[src/rtl/gpu_pkg.sv]
// Shared FPU-issue definitions: opcode map, opcode legality check and issue FSM states.
package gpu_pkg;

  localparam int unsigned FPU_OPC_W = 6;

  localparam logic [FPU_OPC_W-1:0] FPU_OP_ADD  = 6'd14;
  localparam logic [FPU_OPC_W-1:0] FPU_OP_SUB  = 6'd15;
  localparam logic [FPU_OPC_W-1:0] FPU_OP_MUL  = 6'd16;
  localparam logic [FPU_OPC_W-1:0] FPU_OP_DIV  = 6'd17;
  localparam logic [FPU_OPC_W-1:0] FPU_OP_SQRT = 6'd18;
  localparam logic [FPU_OPC_W-1:0] FPU_OP_SIN  = 6'd19;
  localparam logic [FPU_OPC_W-1:0] FPU_OP_COS  = 6'd20;
  localparam logic [FPU_OPC_W-1:0] FPU_OP_TAN  = 6'd21;
  localparam logic [FPU_OPC_W-1:0] FPU_OP_LOG  = 6'd22;

  typedef enum logic [1:0] {
    StRun,
    StDrain,
    StDone
  } issue_state_e;

  function automatic logic is_fpu_op(input logic [FPU_OPC_W-1:0] opc);
    return (opc >= FPU_OP_ADD) && (opc <= FPU_OP_LOG);
  endfunction

endpackage

[src/rtl/gpu_sync_fifo.sv]
// Single-clock FIFO with occupancy count; DEPTH must be a power of two so pointers wrap freely.
module gpu_sync_fifo #(
  parameter int unsigned WIDTH = 8,
  parameter int unsigned DEPTH = 4
) (
  input  logic                   clk,
  input  logic                   reset,
  input  logic                   push,
  input  logic [WIDTH-1:0]       push_data,
  input  logic                   pop,
  output logic [WIDTH-1:0]       pop_data,
  output logic                   full,
  output logic                   empty,
  output logic [$clog2(DEPTH):0] count
);

  localparam int unsigned AW = $clog2(DEPTH);
  localparam logic [AW:0] FULL_CNT = DEPTH[AW:0];

  logic [WIDTH-1:0] mem [DEPTH];
  logic [AW-1:0]    wptr_q, rptr_q;
  logic [AW:0]      count_q;
  logic             push_ok, pop_ok;

  assign full     = (count_q == FULL_CNT);
  assign empty    = (count_q == '0);
  assign count    = count_q;
  assign push_ok  = push && !full;
  assign pop_ok   = pop && !empty;
  assign pop_data = mem[rptr_q];

  always_ff @(posedge clk) begin
    if (push_ok) mem[wptr_q] <= push_data;
  end

  always_ff @(posedge clk or posedge reset) begin
    if (reset) begin
      wptr_q  <= '0;
      rptr_q  <= '0;
      count_q <= '0;
    end else begin
      if (push_ok) wptr_q <= wptr_q + 1'b1;
      if (pop_ok)  rptr_q <= rptr_q + 1'b1;
      case ({push_ok, pop_ok})
        2'b10:   count_q <= count_q + 1'b1;
        2'b01:   count_q <= count_q - 1'b1;
        default: count_q <= count_q;
      endcase
    end
  end

endmodule

[src/rtl/gpu_fpu_issue.sv]
// Scheduler-to-FPU issue stage: registers ops, tags them with rd, pairs in-order results for writeback.
// Optional GPU_FPU_ISSUE_PERF_EN adds perf_issued / perf_stall counters.
module gpu_fpu_issue
  import gpu_pkg::*;
#(
  parameter int unsigned DATA_W = 33,
  parameter int unsigned REG_W  = 5,
  parameter int unsigned DEPTH  = 4
) (
  input  logic                 clk,
  input  logic                 reset,
  input  logic                 req_valid,
  output logic                 req_ready,
  input  logic [FPU_OPC_W-1:0] req_opc,
  input  logic [DATA_W-1:0]    req_a,
  input  logic [DATA_W-1:0]    req_b,
  input  logic [REG_W-1:0]     req_rd,
  input  logic                 flush,
  output logic                 flush_done,
  output logic                 fpu_valid,
  input  logic                 fpu_ready,
  output logic [FPU_OPC_W-1:0] fpu_opc,
  output logic [DATA_W-1:0]    fpu_in1,
  output logic [DATA_W-1:0]    fpu_in2,
  input  logic                 fpu_rsp_valid,
  input  logic [DATA_W-1:0]    fpu_rsp_data,
  output logic                 wb_valid,
  input  logic                 wb_ready,
  output logic [REG_W-1:0]     wb_rd,
  output logic [DATA_W-1:0]    wb_data,
`ifdef GPU_FPU_ISSUE_PERF_EN
  output logic [31:0]          perf_issued,
  output logic [31:0]          perf_stall,
`endif
  output logic                 err_opc
);

  issue_state_e state_q;
  logic         iss_v_q;
  logic         accept, accept_op, fire, wb_fire;
  logic         tag_full, tag_empty, res_full, res_empty;
  logic [$clog2(DEPTH):0] tag_count, res_count;
  logic [REG_W-1:0]       tag_head;
  logic [DATA_W-1:0]      res_head;
  logic                   unused_fifo;

  // Reset gates req_ready so every output reads 0 while reset is held.
  assign req_ready = !reset && (state_q == StRun) && !tag_full && (!iss_v_q || fpu_ready);
  assign accept    = req_valid && req_ready;
  assign accept_op = accept && is_fpu_op(req_opc);
  assign fire      = iss_v_q && fpu_ready;
  assign fpu_valid = iss_v_q;
  assign wb_valid  = !res_empty;
  assign wb_fire   = wb_valid && wb_ready;
  assign wb_rd     = wb_valid ? tag_head : '0;
  assign wb_data   = wb_valid ? res_head : '0;

  assign unused_fifo = ^{tag_count, res_count, res_full};

  gpu_sync_fifo #(
    .WIDTH(REG_W),
    .DEPTH(DEPTH)
  ) u_tag_fifo (
    .clk      (clk),
    .reset    (reset),
    .push     (accept_op),
    .push_data(req_rd),
    .pop      (wb_fire),
    .pop_data (tag_head),
    .full     (tag_full),
    .empty    (tag_empty),
    .count    (tag_count)
  );

  // Result FIFO cannot overflow: every result has a tag already counted against DEPTH.
  gpu_sync_fifo #(
    .WIDTH(DATA_W),
    .DEPTH(DEPTH)
  ) u_res_fifo (
    .clk      (clk),
    .reset    (reset),
    .push     (fpu_rsp_valid),
    .push_data(fpu_rsp_data),
    .pop      (wb_fire),
    .pop_data (res_head),
    .full     (res_full),
    .empty    (res_empty),
    .count    (res_count)
  );

  always_ff @(posedge clk or posedge reset) begin
    if (reset) begin
      iss_v_q <= 1'b0;
      fpu_opc <= '0;
      fpu_in1 <= '0;
      fpu_in2 <= '0;
    end else if (accept_op) begin
      iss_v_q <= 1'b1;
      fpu_opc <= req_opc;
      fpu_in1 <= req_a;
      fpu_in2 <= req_b;
    end else if (fire) begin
      iss_v_q <= 1'b0;
    end
  end

  always_ff @(posedge clk or posedge reset) begin
    if (reset) begin
      err_opc <= 1'b0;
    end else if (accept && !is_fpu_op(req_opc)) begin
      err_opc <= 1'b1;
    end
  end

  always_ff @(posedge clk or posedge reset) begin
    if (reset) begin
      state_q    <= StRun;
      flush_done <= 1'b0;
    end else begin
      flush_done <= 1'b0;
      case (state_q)
        StRun: begin
          if (flush) state_q <= StDrain;
        end
        StDrain: begin
          if (!flush) begin
            state_q <= StRun;
          end else if (!iss_v_q && tag_empty) begin
            state_q    <= StDone;
            flush_done <= 1'b1;
          end
        end
        StDone: begin
          if (!flush) begin
            state_q <= StRun;
          end else begin
            flush_done <= 1'b1;
          end
        end
        default: state_q <= StRun;
      endcase
    end
  end

`ifdef GPU_FPU_ISSUE_PERF_EN
  always_ff @(posedge clk or posedge reset) begin
    if (reset) begin
      perf_issued <= '0;
      perf_stall  <= '0;
    end else begin
      if (fire) perf_issued <= perf_issued + 32'd1;
      if (req_valid && !req_ready) perf_stall <= perf_stall + 32'd1;
    end
  end
`endif

endmodule

[config.mk]
export PLATFORM = sky130hd
export DESIGN_NAME = gpu_fpu_issue
export DESIGN_NICKNAME = d
export VERILOG_FILES = /design/src/rtl/gpu_pkg.sv /design/src/rtl/gpu_sync_fifo.sv /design/src/rtl/gpu_fpu_issue.sv
export SDC_FILE = /design/constraint.sdc
export NUM_CORES = 1
export LEC_CHECK = 0
export BUFFER_PORTS_ARGS = -buffer_cell sky130_fd_sc_hd__buf_2
export CAP_MARGIN = 20
export CORE_MARGIN = 4
export CORE_UTILIZATION = 48
export CTS_CLUSTER_DIAMETER = 80
export CTS_CLUSTER_SIZE = 28
export DETAILED_ROUTE_END_ITERATION = 6
export MAX_ROUTING_LAYER = met4
export PLACE_DENSITY = 0.84
export SETUP_SLACK_MARGIN = 0.02
export SLEW_MARGIN = 20
export SYNTH_ARGS = -nofsm -noshare
export SYNTH_HDL_FRONTEND = slang
export SYNTH_SLANG_ARGS = --single-unit
[constraint.sdc]
create_clock -name clk -period 2.75 [get_ports clk]
set_clock_uncertainty 0.1 [all_clocks]
set_input_delay 0.4125 -clock clk [delete_from_list [all_inputs] [get_ports clk]]
set_output_delay 0.4125 -clock clk [all_outputs]
set_load 0.01 [all_outputs]
==> results.md <==
- Synth Area in Compound Gates: 0.8384%
- WS Path Type: reg -> out
- CTS max path bufs: 3
- VDD IR-drop max: 0.5307 mV
- Initial Util: 48.68%
- PwrDens: 1012 nW/um^2
- # H-tree levels: 1
- Worst hold path class: in -> reg
- Die area: 22,880 sq um
- Die X-Extent: 151.2 um
- Total congestion overflow: 0
- Initial antenna violation count: 0
- DP Wirelength: 13.22 mm
- Global-route wire length before repair: 29.39 mm
- # DRC: 0
- Port Buf Inserts: 231
- Final count of pins violating max slew: 0
- CTS tree: built
- Grt met1 use: 22.00%
- CTS sink count: 243
- WL/cell: 18.83 um
- Netlist Area Pre-Place: 9849 sq um
- Most common cell in the synthesized netlist: edfxtp_1
- Worst endpoint required time: 2.24 ns
- Post-synthesis adder-cell area fraction: 2.185%
- Nets: 875
- Aggregate routed wire length: 19.17 mm
- XOR/XNOR Fraction of Synth Area: 1.067%
- Worst Path Max Fanout: 33
- Worst rel slew slack: 55.13%
- GRT Total Usage: 16.94%
- Std-Cell Rows: 52
- CTS Buf Count: 12
- Largest cells by area after synthesis: edfxtp_1 (46%), dfrtp_1 (23%), mux2_4 (11%)
- Status: finished, final reports clean
- Layout overhead on the synthesized area: 19.92%
- Largest family of logic cells by synthesized area: multiplexers
- Mapped Nets: 637
- Sequential share of the synthesized area: 69.46%
- Min Tclk post-route: 2.575 ns
- Drt via density: 5.049
- Mapped Cells: 504
- Synth Area in Simple Gates: 4.014%
- Post-synth EDFFs: 152
- Die height: 151.2 um
- Top Usage Layer GRT: met2
- Final setup viols: 0
- Mux cell area share after synthesis: 20.08%
- Fraction of registers with async set or reset after synthesis: 37.45%
- Vias: 5,140
- I/O Pins: 232
- Core area: 20,230 sq um
- Final worst-path cycle share: 93.65%
- RSZ-0062 raised after global routing: no
- Diode count: 0
- Pin count of the biggest net entering global routing: 67
- Post-CTS sizing: 0
- Distinct cells, synth: 34
- Number of DRC markers in iteration 0: 198
- Share of the synthesized area in the top cell type: 46.34%
- Predominant post-synthesis flop cell: edfxtp_1
- DR pass1 iterations: 4
- # fillers: 1,501
- Yosys top cell by area: edfxtp_1
- Tot Pwr: 11.96 mW
- #FFs+latches synth: 243
- Leak: 5.179 nW
- Yosys warnings: 0
- Number of global-route vias before repair: 5,495
- Post-synth top cells: edfxtp_1 (152), dfrtp_1 (91), mux2_4 (72)
- TNS Setup: 0 ns
- Post-route ant nets: 0
- M3 GR Usage: 3.531%
- CP Capture Type: primary output
- Worst setup SP type: flop
- Average cell area after synthesis: 19.54 sq um
- Routability cong.: 0.7606
- Root buf cell: clkbuf_16
- Fmax: 388.3 MHz
- Final Hold Vio Count: 0
- Clk pin slew, worst setup/hold paths: 0.10 ns
- Slew @ Worst Pin: 0.6717 ns
- Clk_lat worst skew: 0.47 ns
- Layout cells sized above 1: 51.20%
- CP Data Arrival Time: 2.06 ns
- Number of max-cap violations: 0
- GR Util met2: 28.21%
==> registers in the layout (all words and copies together), names as in the netlist <==
register	flops
err_opc	1
flush_done	1
fpu_in1	33
fpu_in2	33
fpu_opc	6
fpu_valid	1
state_q	2
u_res_fifo.count	3
u_res_fifo.mem	132
u_res_fifo.rptr_q	2
u_res_fifo.wptr_q	2
u_tag_fifo.count	3
u_tag_fifo.mem	20
u_tag_fifo.rptr_q	2
u_tag_fifo.wptr_q	2
==> area by class of cell <==
class / count / area, sq um / share of cell area [%]
clock buffer: 18 / 344.1 / 2.913
clock inverter: 2 / 13.76 / 0.1165
inverter: 20 / 78.83 / 0.6674
multi-input combinational: 218 / 2798 / 23.69
sequential: 243 / 6843 / 57.93
tap: 270 / 337.8 / 2.860
timing repair buffer: 247 / 1396 / 11.82
==> placed cells by master (no fill, tap or decap), types with 3 or more instances in the layout <==
cell	instances
xor2_1	6
nand2b_1	3
and2_1	40
nand2_1	6
mux2i_1	3
buf_2	231
dfrtp_1	90
ha_1	14
inv_1	17
and2_2	4
mux4_2	38
clkbuf_16	14
buf_4	6
clkbuf_1	5
mux2_4	72
xnor2_1	6
nor2_1	7
edfxtp_1	152
buf_12	8
==> power breakdown <==
group	switching [mW]	total (mW)	internal, mW
Sequential	0.533	5.43	4.90
Clock	1.05	1.94	0.887
Combinational	2.11	4.58	2.47
==> per-stage QoR <==
step                      util [%]  cell area, sq um  cells  worst slack, ns  hold WS (ns)
after floorplan                  -              9853    504           0.3287        0.3552
after global placement       56.36             11400    994           0.4099        0.3471
after detailed placement     56.36             11400    994           0.3452        0.3759
after CTS                    58.17             11770   1015          0.04170       0.02507
after global routing         58.37             11810   1018          0.08067       0.03145
final                        58.37             11810   1018           0.1746       0.05436
==> critical path, stage by stage (launching register included) <==
cell	delay [ns]
dfrtp_1	0.41
or3_1	0.53
buf_4	0.30
and2_1	0.20
buf_2	0.15
==> cells by family after synthesis <==
group	after synthesis
AOI/OAI and AO/OA	10
xor gates and xnor gates	12
adders and majority gates	16
buffers and inverters	43
DFF	243
muxes	114
and+or+nand+nor	66
==> routing by layer <==
metal,wire (um),share of wire (%),vias up
met5,0,0,-
met4,233,1.2,0
met3,1642,8.6,17
met2,9536,50,238
met1,7757,40,2546
li1,-,-,2339
==> what timing repair did <==
action | CTS | global route
endpoints found under the hold margin | 28 | 0
setup buffers | 0 | 2
hold buffers | 1 | 0
endpoints found under the setup margin | 0 | 23
==> final timing paths <==
path                                startpoint              endpoint  slack, ns  cells past startpoint
max                        u_res_fifo.count[0]           wb_data[28]       0.17                      4
min                            fpu_rsp_data[0]  u_res_fifo.mem[1][0]       0.05                      1
max reg2reg                         state_q[1]   u_tag_fifo.count[2]       0.37                     11
min reg2reg                u_res_fifo.count[2]   u_res_fifo.count[2]       0.39                      1
max in group asynchronous                reset           fpu_in1[15]       1.37                      4
min in group asynchronous                reset            fpu_opc[5]       0.51                      3
Power figures use the tool's default switching activity.
